File: config.mk
export PLATFORM = sky130hd
export DESIGN_NAME = id_stage
export DESIGN_NICKNAME = d
export VERILOG_FILES = /design/src/rtl/id_stage.sv
export SDC_FILE = /design/constraint.sdc
export NUM_CORES = 2
export LEC_CHECK = 0
export CAP_MARGIN = 20
export CORE_MARGIN = 10
export CORE_UTILIZATION = 56
export CTS_CLUSTER_SIZE = 16
export DETAILED_ROUTE_END_ITERATION = 10
export HOLD_SLACK_MARGIN = 0.1
export PLACE_DENSITY_LB_ADDON = 0.1
export SYNTH_ARGS = -nofsm -noshare
export SYNTH_HDL_FRONTEND = slang
export SYNTH_SLANG_ARGS = --single-unit
export TNS_END_PERCENT = 30
File: constraint.sdc
create_clock -name clk -period 44.4 [get_ports clk]
set_input_delay 6.66 -clock clk [delete_from_list [all_inputs] [get_ports clk]]
set_output_delay 6.66 -clock clk [all_outputs]
set_load 0.02 [all_outputs]
File: src/rtl/id_stage.sv
// Instruction decode stage for a 5-stage RV32I pipeline.
// Decodes the IF/ID instruction into the ID/EX register with one cycle of
// latency, hosts the 32x32 register file, and detects load-use hazards.
// A load-use hazard inserts one bubble and replays the stalled instruction
// from an internal replay register on the following cycle.
//
// Ports:
//   clk, reset          clock, asynchronous active-high reset
//   if_id_pc/instr      instruction and PC held in the IF/ID register
//   flush               redirect from EX, kills the instruction in decode
//   wb_we/rd/data       register-file write port from WB
//   hazard_stall        combinational load-use stall towards IF
//   id_ex_*             registered decode results
//   illegal_instr       one-cycle pulse for an unsupported opcode
module id_stage #(
  parameter logic [31:0] NOP_INSTR = 32'h00000013
) (
  input  logic        clk,
  input  logic        reset,
  input  logic [31:0] if_id_pc,
  input  logic [31:0] if_id_instr,
  input  logic        flush,
  input  logic        wb_we,
  input  logic [4:0]  wb_rd,
  input  logic [31:0] wb_data,
  output logic        hazard_stall,
  output logic [31:0] id_ex_pc,
  output logic [31:0] id_ex_imm,
  output logic [31:0] id_ex_rs1_data,
  output logic [31:0] id_ex_rs2_data,
  output logic [4:0]  id_ex_rs1,
  output logic [4:0]  id_ex_rs2,
  output logic [4:0]  id_ex_rd,
  output logic [3:0]  id_ex_alu_op,
  output logic [2:0]  id_ex_funct3,
  output logic        id_ex_reg_write,
  output logic        id_ex_mem_read,
  output logic        id_ex_mem_write,
  output logic        id_ex_branch,
  output logic        id_ex_jump,
  output logic        id_ex_alu_src,
  output logic        id_ex_pc_src,
  output logic        illegal_instr
);

  typedef enum logic {NORMAL, REPLAY} state_t;

  typedef enum logic [3:0] {
    ALU_ADD = 4'd0, ALU_SUB = 4'd1, ALU_SLL = 4'd2, ALU_SLT = 4'd3,
    ALU_SLTU = 4'd4, ALU_XOR = 4'd5, ALU_SRL = 4'd6, ALU_SRA = 4'd7,
    ALU_OR = 4'd8, ALU_AND = 4'd9, ALU_PASSB = 4'd10
  } alu_op_t;

  localparam logic [6:0] OPC_LUI    = 7'b0110111;
  localparam logic [6:0] OPC_AUIPC  = 7'b0010111;
  localparam logic [6:0] OPC_JAL    = 7'b1101111;
  localparam logic [6:0] OPC_JALR   = 7'b1100111;
  localparam logic [6:0] OPC_BRANCH = 7'b1100011;
  localparam logic [6:0] OPC_LOAD   = 7'b0000011;
  localparam logic [6:0] OPC_STORE  = 7'b0100011;
  localparam logic [6:0] OPC_OPIMM  = 7'b0010011;
  localparam logic [6:0] OPC_OP     = 7'b0110011;

  typedef struct packed {
    logic [31:0] pc, imm, rs1_data, rs2_data;
    logic [4:0]  rs1, rs2, rd;
    logic [3:0]  alu_op;
    logic [2:0]  funct3;
    logic        reg_write, mem_read, mem_write, branch, jump, alu_src, pc_src;
  } idex_t;

  state_t      state_q, state_d;
  logic [31:0] replay_instr_q, replay_instr_d;
  logic [31:0] replay_pc_q, replay_pc_d;
  idex_t       idex_q, idex_d;
  logic        illegal_q, illegal_d;
  logic [31:0] regs_q [32];

  logic [31:0] cur_instr, cur_pc;
  logic [31:0] imm_i, imm_s, imm_b, imm_u, imm_j;
  logic        legal, rs1_used, rs2_used, has_rd;
  idex_t       dec, bubble;

  function automatic logic [3:0] alu_fn(input logic [2:0] f3, input logic alt);
    case (f3)
      3'b000:  alu_fn = alt ? ALU_SUB : ALU_ADD;
      3'b001:  alu_fn = ALU_SLL;
      3'b010:  alu_fn = ALU_SLT;
      3'b011:  alu_fn = ALU_SLTU;
      3'b100:  alu_fn = ALU_XOR;
      3'b101:  alu_fn = alt ? ALU_SRA : ALU_SRL;
      3'b110:  alu_fn = ALU_OR;
      default: alu_fn = ALU_AND;
    endcase
  endfunction

  assign cur_instr = (state_q == REPLAY) ? replay_instr_q : if_id_instr;
  assign cur_pc    = (state_q == REPLAY) ? replay_pc_q    : if_id_pc;

  assign imm_i = {{20{cur_instr[31]}}, cur_instr[31:20]};
  assign imm_s = {{20{cur_instr[31]}}, cur_instr[31:25], cur_instr[11:7]};
  assign imm_b = {{19{cur_instr[31]}}, cur_instr[31], cur_instr[7],
                  cur_instr[30:25], cur_instr[11:8], 1'b0};
  assign imm_u = {cur_instr[31:12], 12'h000};
  assign imm_j = {{11{cur_instr[31]}}, cur_instr[31], cur_instr[19:12],
                  cur_instr[20], cur_instr[30:21], 1'b0};

  // Unused register indices are zeroed so they can never match a load's rd
  // in the hazard check or a forwarding comparison downstream.
  always_comb begin
    dec      = '0;
    legal    = 1'b1;
    rs1_used = 1'b0;
    rs2_used = 1'b0;
    has_rd   = 1'b0;
    dec.pc     = cur_pc;
    dec.funct3 = cur_instr[14:12];
    dec.alu_op = ALU_ADD;
    case (cur_instr[6:0])
      OPC_LUI:    begin has_rd = 1'b1; dec.alu_src = 1'b1; dec.alu_op = ALU_PASSB; dec.imm = imm_u; end
      OPC_AUIPC:  begin has_rd = 1'b1; dec.alu_src = 1'b1; dec.pc_src = 1'b1; dec.imm = imm_u; end
      OPC_JAL:    begin has_rd = 1'b1; dec.alu_src = 1'b1; dec.pc_src = 1'b1; dec.jump = 1'b1; dec.imm = imm_j; end
      OPC_JALR:   begin has_rd = 1'b1; rs1_used = 1'b1; dec.alu_src = 1'b1; dec.jump = 1'b1; dec.imm = imm_i; end
      OPC_BRANCH: begin rs1_used = 1'b1; rs2_used = 1'b1; dec.branch = 1'b1; dec.imm = imm_b; end
      OPC_LOAD:   begin has_rd = 1'b1; rs1_used = 1'b1; dec.alu_src = 1'b1; dec.mem_read = 1'b1; dec.imm = imm_i; end
      OPC_STORE:  begin rs1_used = 1'b1; rs2_used = 1'b1; dec.alu_src = 1'b1; dec.mem_write = 1'b1; dec.imm = imm_s; end
      OPC_OPIMM:  begin
        has_rd = 1'b1; rs1_used = 1'b1; dec.alu_src = 1'b1; dec.imm = imm_i;
        dec.alu_op = alu_fn(cur_instr[14:12], cur_instr[30] && (cur_instr[14:12] == 3'b101));
      end
      OPC_OP:     begin
        has_rd = 1'b1; rs1_used = 1'b1; rs2_used = 1'b1;
        dec.alu_op = alu_fn(cur_instr[14:12], cur_instr[30]);
      end
      default:    legal = 1'b0;
    endcase
    dec.rs1       = rs1_used ? cur_instr[19:15] : '0;
    dec.rs2       = rs2_used ? cur_instr[24:20] : '0;
    dec.rd        = has_rd   ? cur_instr[11:7]  : '0;
    dec.reg_write = has_rd && (dec.rd != '0);
    // Same-cycle WB write is bypassed so the register file needs no read-after-write ordering.
    if (dec.rs1 != '0) dec.rs1_data = (wb_we && wb_rd == dec.rs1) ? wb_data : regs_q[dec.rs1];
    if (dec.rs2 != '0) dec.rs2_data = (wb_we && wb_rd == dec.rs2) ? wb_data : regs_q[dec.rs2];
  end

  // While replaying, ID/EX holds a bubble (mem_read=0), so no second stall can occur.
  always_comb begin
    hazard_stall = idex_q.mem_read && (idex_q.rd != '0) && !flush &&
                   ((dec.rs1 == idex_q.rd) || (dec.rs2 == idex_q.rd));
  end

  always_comb begin
    state_d        = state_q;
    replay_instr_d = replay_instr_q;
    replay_pc_d    = replay_pc_q;
    bubble         = '0;
    bubble.pc      = idex_q.pc;
    idex_d         = dec;
    illegal_d      = 1'b0;
    if (flush) begin
      idex_d         = bubble;
      state_d        = NORMAL;
      replay_instr_d = NOP_INSTR;
      replay_pc_d    = '0;
    end else if (hazard_stall) begin
      idex_d         = bubble;
      state_d        = REPLAY;
      replay_instr_d = cur_instr;
      replay_pc_d    = cur_pc;
    end else begin
      state_d = NORMAL;
      if (!legal) begin
        idex_d    = bubble;
        illegal_d = 1'b1;
      end
    end
  end

  always_ff @(posedge clk or posedge reset) begin
    if (reset) begin
      state_q        <= NORMAL;
      replay_instr_q <= '0;
      replay_pc_q    <= '0;
      idex_q         <= '0;
      illegal_q      <= 1'b0;
    end else begin
      state_q        <= state_d;
      replay_instr_q <= replay_instr_d;
      replay_pc_q    <= replay_pc_d;
      idex_q         <= idex_d;
      illegal_q      <= illegal_d;
    end
  end

  always_ff @(posedge clk or posedge reset) begin
    if (reset) begin
      for (int unsigned i = 0; i < 32; i++) regs_q[i] <= '0;
    end else if (wb_we && wb_rd != '0) begin
      regs_q[wb_rd] <= wb_data;
    end
  end

  assign id_ex_pc        = idex_q.pc;
  assign id_ex_imm       = idex_q.imm;
  assign id_ex_rs1_data  = idex_q.rs1_data;
  assign id_ex_rs2_data  = idex_q.rs2_data;
  assign id_ex_rs1       = idex_q.rs1;
  assign id_ex_rs2       = idex_q.rs2;
  assign id_ex_rd        = idex_q.rd;
  assign id_ex_alu_op    = idex_q.alu_op;
  assign id_ex_funct3    = idex_q.funct3;
  assign id_ex_reg_write = idex_q.reg_write;
  assign id_ex_mem_read  = idex_q.mem_read;
  assign id_ex_mem_write = idex_q.mem_write;
  assign id_ex_branch    = idex_q.branch;
  assign id_ex_jump      = idex_q.jump;
  assign id_ex_alu_src   = idex_q.alu_src;
  assign id_ex_pc_src    = idex_q.pc_src;
  assign illegal_instr   = illegal_q;

endmodule

==> metrics.txt <==
Worst Hold Slack 395 ps; mapped cell area 65,000 sq um; final core occ 0.640; #FFs+latches synth 1,247; Min Clock Period, post-route 17,470 ps; Final Hold Viols 0; mean cell area of the mapped netlist 10.3 sq um; dominant synthesized flop cell dfrtp_1; CTS Buffer Depth 3; Worst-Skew Late Latency 760 ps; initial antenna violation count 17; DR vias/cell 6.96; layout cells sized above 1 0.225; type of origin of the critical path input pin; worst path bufs/invs 3; Starting Density 0.566; critical path's largest stage delay 690 ps; unrepaired setup endpoints after global routing false; Slew headroom 0.148; I/O Pins 264; maxcap violations 0; setup bufs post-CTS 0; Clk pin slew, worst setup/hold paths 60 ps; post-synthesis instance total 6,323; Final WS setup 26,930 ps; peak supply drop 40.1 uV; TritonCTS clock tree done; Async S/R FF share, synth 1.00; die width 361 microns; Hold Path Class flop to flop; dpl cell area 68,400 sq um; CTS H-tree depth 4; Slew @ Worst Pin 1280 ps; Antenna Nets Post-Route 0; post-DR wirelength/cell 31.1 microns; leakage power 31.3 nW; hpwl dp 130 mm; # port buffers 263; row count 124; crit-path max FO 24; syn_nets 6,428; CTS Buf Count 139; Syn. warnings 0; highest-delay cell along the critical path a31oi_2; Final Cell Area 73,500 sq um; nets 6,344; CP most frequent cell clkdlybuf4s50_1; critical-path cell list clkdlybuf4s50_1 -> or3b_4 -> a31oi_2 -> nand2_2 -> o32a_1 -> nor4_2 -> a21oi_4 -> inv_2 -> clkdlybuf4s50_1; largest area contributor in the synthesized netlist dfrtp_1; clock skew 19.2 ps; CP arrival 10,810 ps; EDFF count, synth 0; # DRC 0; power per cell area 42.3 nW/um^2; kind of end point of the critical path output pin; Area Growth Syn to Fin 13.2%; CP delay by family, top simple AND/OR/NAND/NOR gates; Vias 54,759; Post-CTS Resized 0; vias in the first global route 52,671; commonest cells after routing, fill and taps aside 1,246 x dfrtp_1, 1,065 x nand2_1, 949 x mux2_2; first-pass GRT wire length 358 mm; Core Area 115,000 sq um; grt ovf 0; Pre-Repair DR Iteration Count 8; total track usage 0.364; # hold bufs at CTS 0; final period utilization 0.393; status completed; share of the synthesized area in the top cell type 0.480; drt total wl 245 mm; pre-CTS setup slack 27,000 ps; critical path class input pin to output pin; Area contributors post-synth dfrtp_1 48%, mux2_2 16%, nand2_1 6.3%, mux2i_1 4.0%, clkbuf_1 2.5%; synth unique cells 89; RePlAce Congestion 0.890; Seq/Total Area, Yosys 0.480; max frequency 0.0572 GHz; Die ar. 130,000 sq um; endpoints failing setup 0; CTS root buf clkbuf_16; largest net degree at the start of global routing 160; drt initial violations 7,125; setup_tns 0 ps; fin. max-slew vios 0; clk sinks 1,247; critical path required time 37,740 ps; die height 361 microns; commonest non-fill, non-tap cell in the layout dfrtp_1
flip-flops by register name (all words and copies together) (netlist names), 3 cells and up:
signal,flops
id_ex_rd,5
id_ex_rs2,5
id_ex_pc,32
id_ex_rs2_data,32
replay_pc_q,32
id_ex_funct3,3
id_ex_imm,32
id_ex_alu_op,4
replay_instr_q,32
id_ex_rs1,5
id_ex_rs1_data,32
regs_q,1024
layer usage:
metal,GRT usage,part of all wire
met5,0,0.00016
met4,0.208,0.062
met3,0.102,0.12
met2,0.542,0.43
met1,0.474,0.39
path summary, 6_finish.rpt:
kind | startpoint | endpoint | slack (ps) | depth (start not counted)
hold reg to reg | regs_q[1008]$_DFFE_PP0P_ | regs_q[1008]$_DFFE_PP0P_ | 390 | 0
max in group asynchronous | reset | regs_q[378]$_DFFE_PP0P_ | 33420 | 7
min in group asynchronous | reset | regs_q[486]$_DFFE_PP0P_ | 6470 | 2
setup reg to reg | state_q$_DFF_PP0_ | id_ex_rs1_data[24]$_DFF_PP0_ | 37680 | 10
hold / removal | regs_q[1008]$_DFFE_PP0P_ | regs_q[1008]$_DFFE_PP0P_ | 390 | 0
setup / recovery | if_id_instr[4] | hazard_stall | 26930 | 9
worst register-to-register path: stages (launching register included):
cell and delay [ps]:
dfrtp_4 740, buf_4 880, mux2_8 750, nand3_4 540, nand2_4 820, buf_4 880
buf_4 750, a211oi_1 160, or4_1 590, a32oi_1 360, a22o_1 190
cell usage after synthesis, types with 14 or more instances:
cell type and n:
a22oi_1 45, buf_4 17, a31oi_1 84, o2111ai_1 15, a211oi_1 192, nand3_1 186, o22ai_1 52, a2111oi_0 15
mux2i_1 260, a211o_1 48, nor2_1 197, o2bb2ai_1 18, o211ai_1 55, and3_1 125, a32oi_1 58, mux2_2 951
nand2_1 1082, dfrtp_1 1247, a31o_2 42, a221oi_1 73, nor3_1 17, buf_2 115, nor4_1 14, or4_1 33
o32ai_1 19, a32o_1 66, nand4_1 59, a21oi_1 241, buf_1 65, nor2b_1 44, inv_1 102, clkbuf_1 430
o21ai_0 187
area by class of cell:
type | instances | area [sq um]
clock inverters | 31 | 454
multi-input cells | 4345 | 31300
flip-flops and latches | 1247 | 31200
inverters | 103 | 394
clock buffers | 213 | 4220
well taps | 1512 | 1890
repair buffers | 403 | 4040
diodes | 16 | 40.0
fillers | 9260 | 41300
kinds of logic (layout without fill, tap and decap cells):
family,after synthesis,count (layout),share of synthesized area
other,0,16,0
xor gates and xnor gates,11,11,0.00148
and+or+nand+nor,1811,1811,0.124
buffers and inverters,731,750,0.0456
AOI/OAI and AO/OA,1308,1308,0.143
muxes,1215,1215,0.206
DFF,1247,1247,0.480
power breakdown:
group | total (W) | internal, W | switching (W)
Sequential | 0.00146 | 0.00132 | 0.000139
Clock | 0.00119 | 0.000711 | 0.000482
Combinational | 0.000458 | 0.000226 | 0.000232
Total | 0.00311 | 0.00226 | 0.000853
per-stage QoR:
stage / power [W] / std cells
6_report: 0.00311 / 7870
5_1_grt: 0.00323 / 7861
4_1_cts: 0.00310 / 7835
3_5_place_dp: 0.00192 / 7591
3_3_place_gp: 0.00190 / 7591
2_1_floorplan: 0.00178 / 6323
Power figures use the tool's default switching activity.
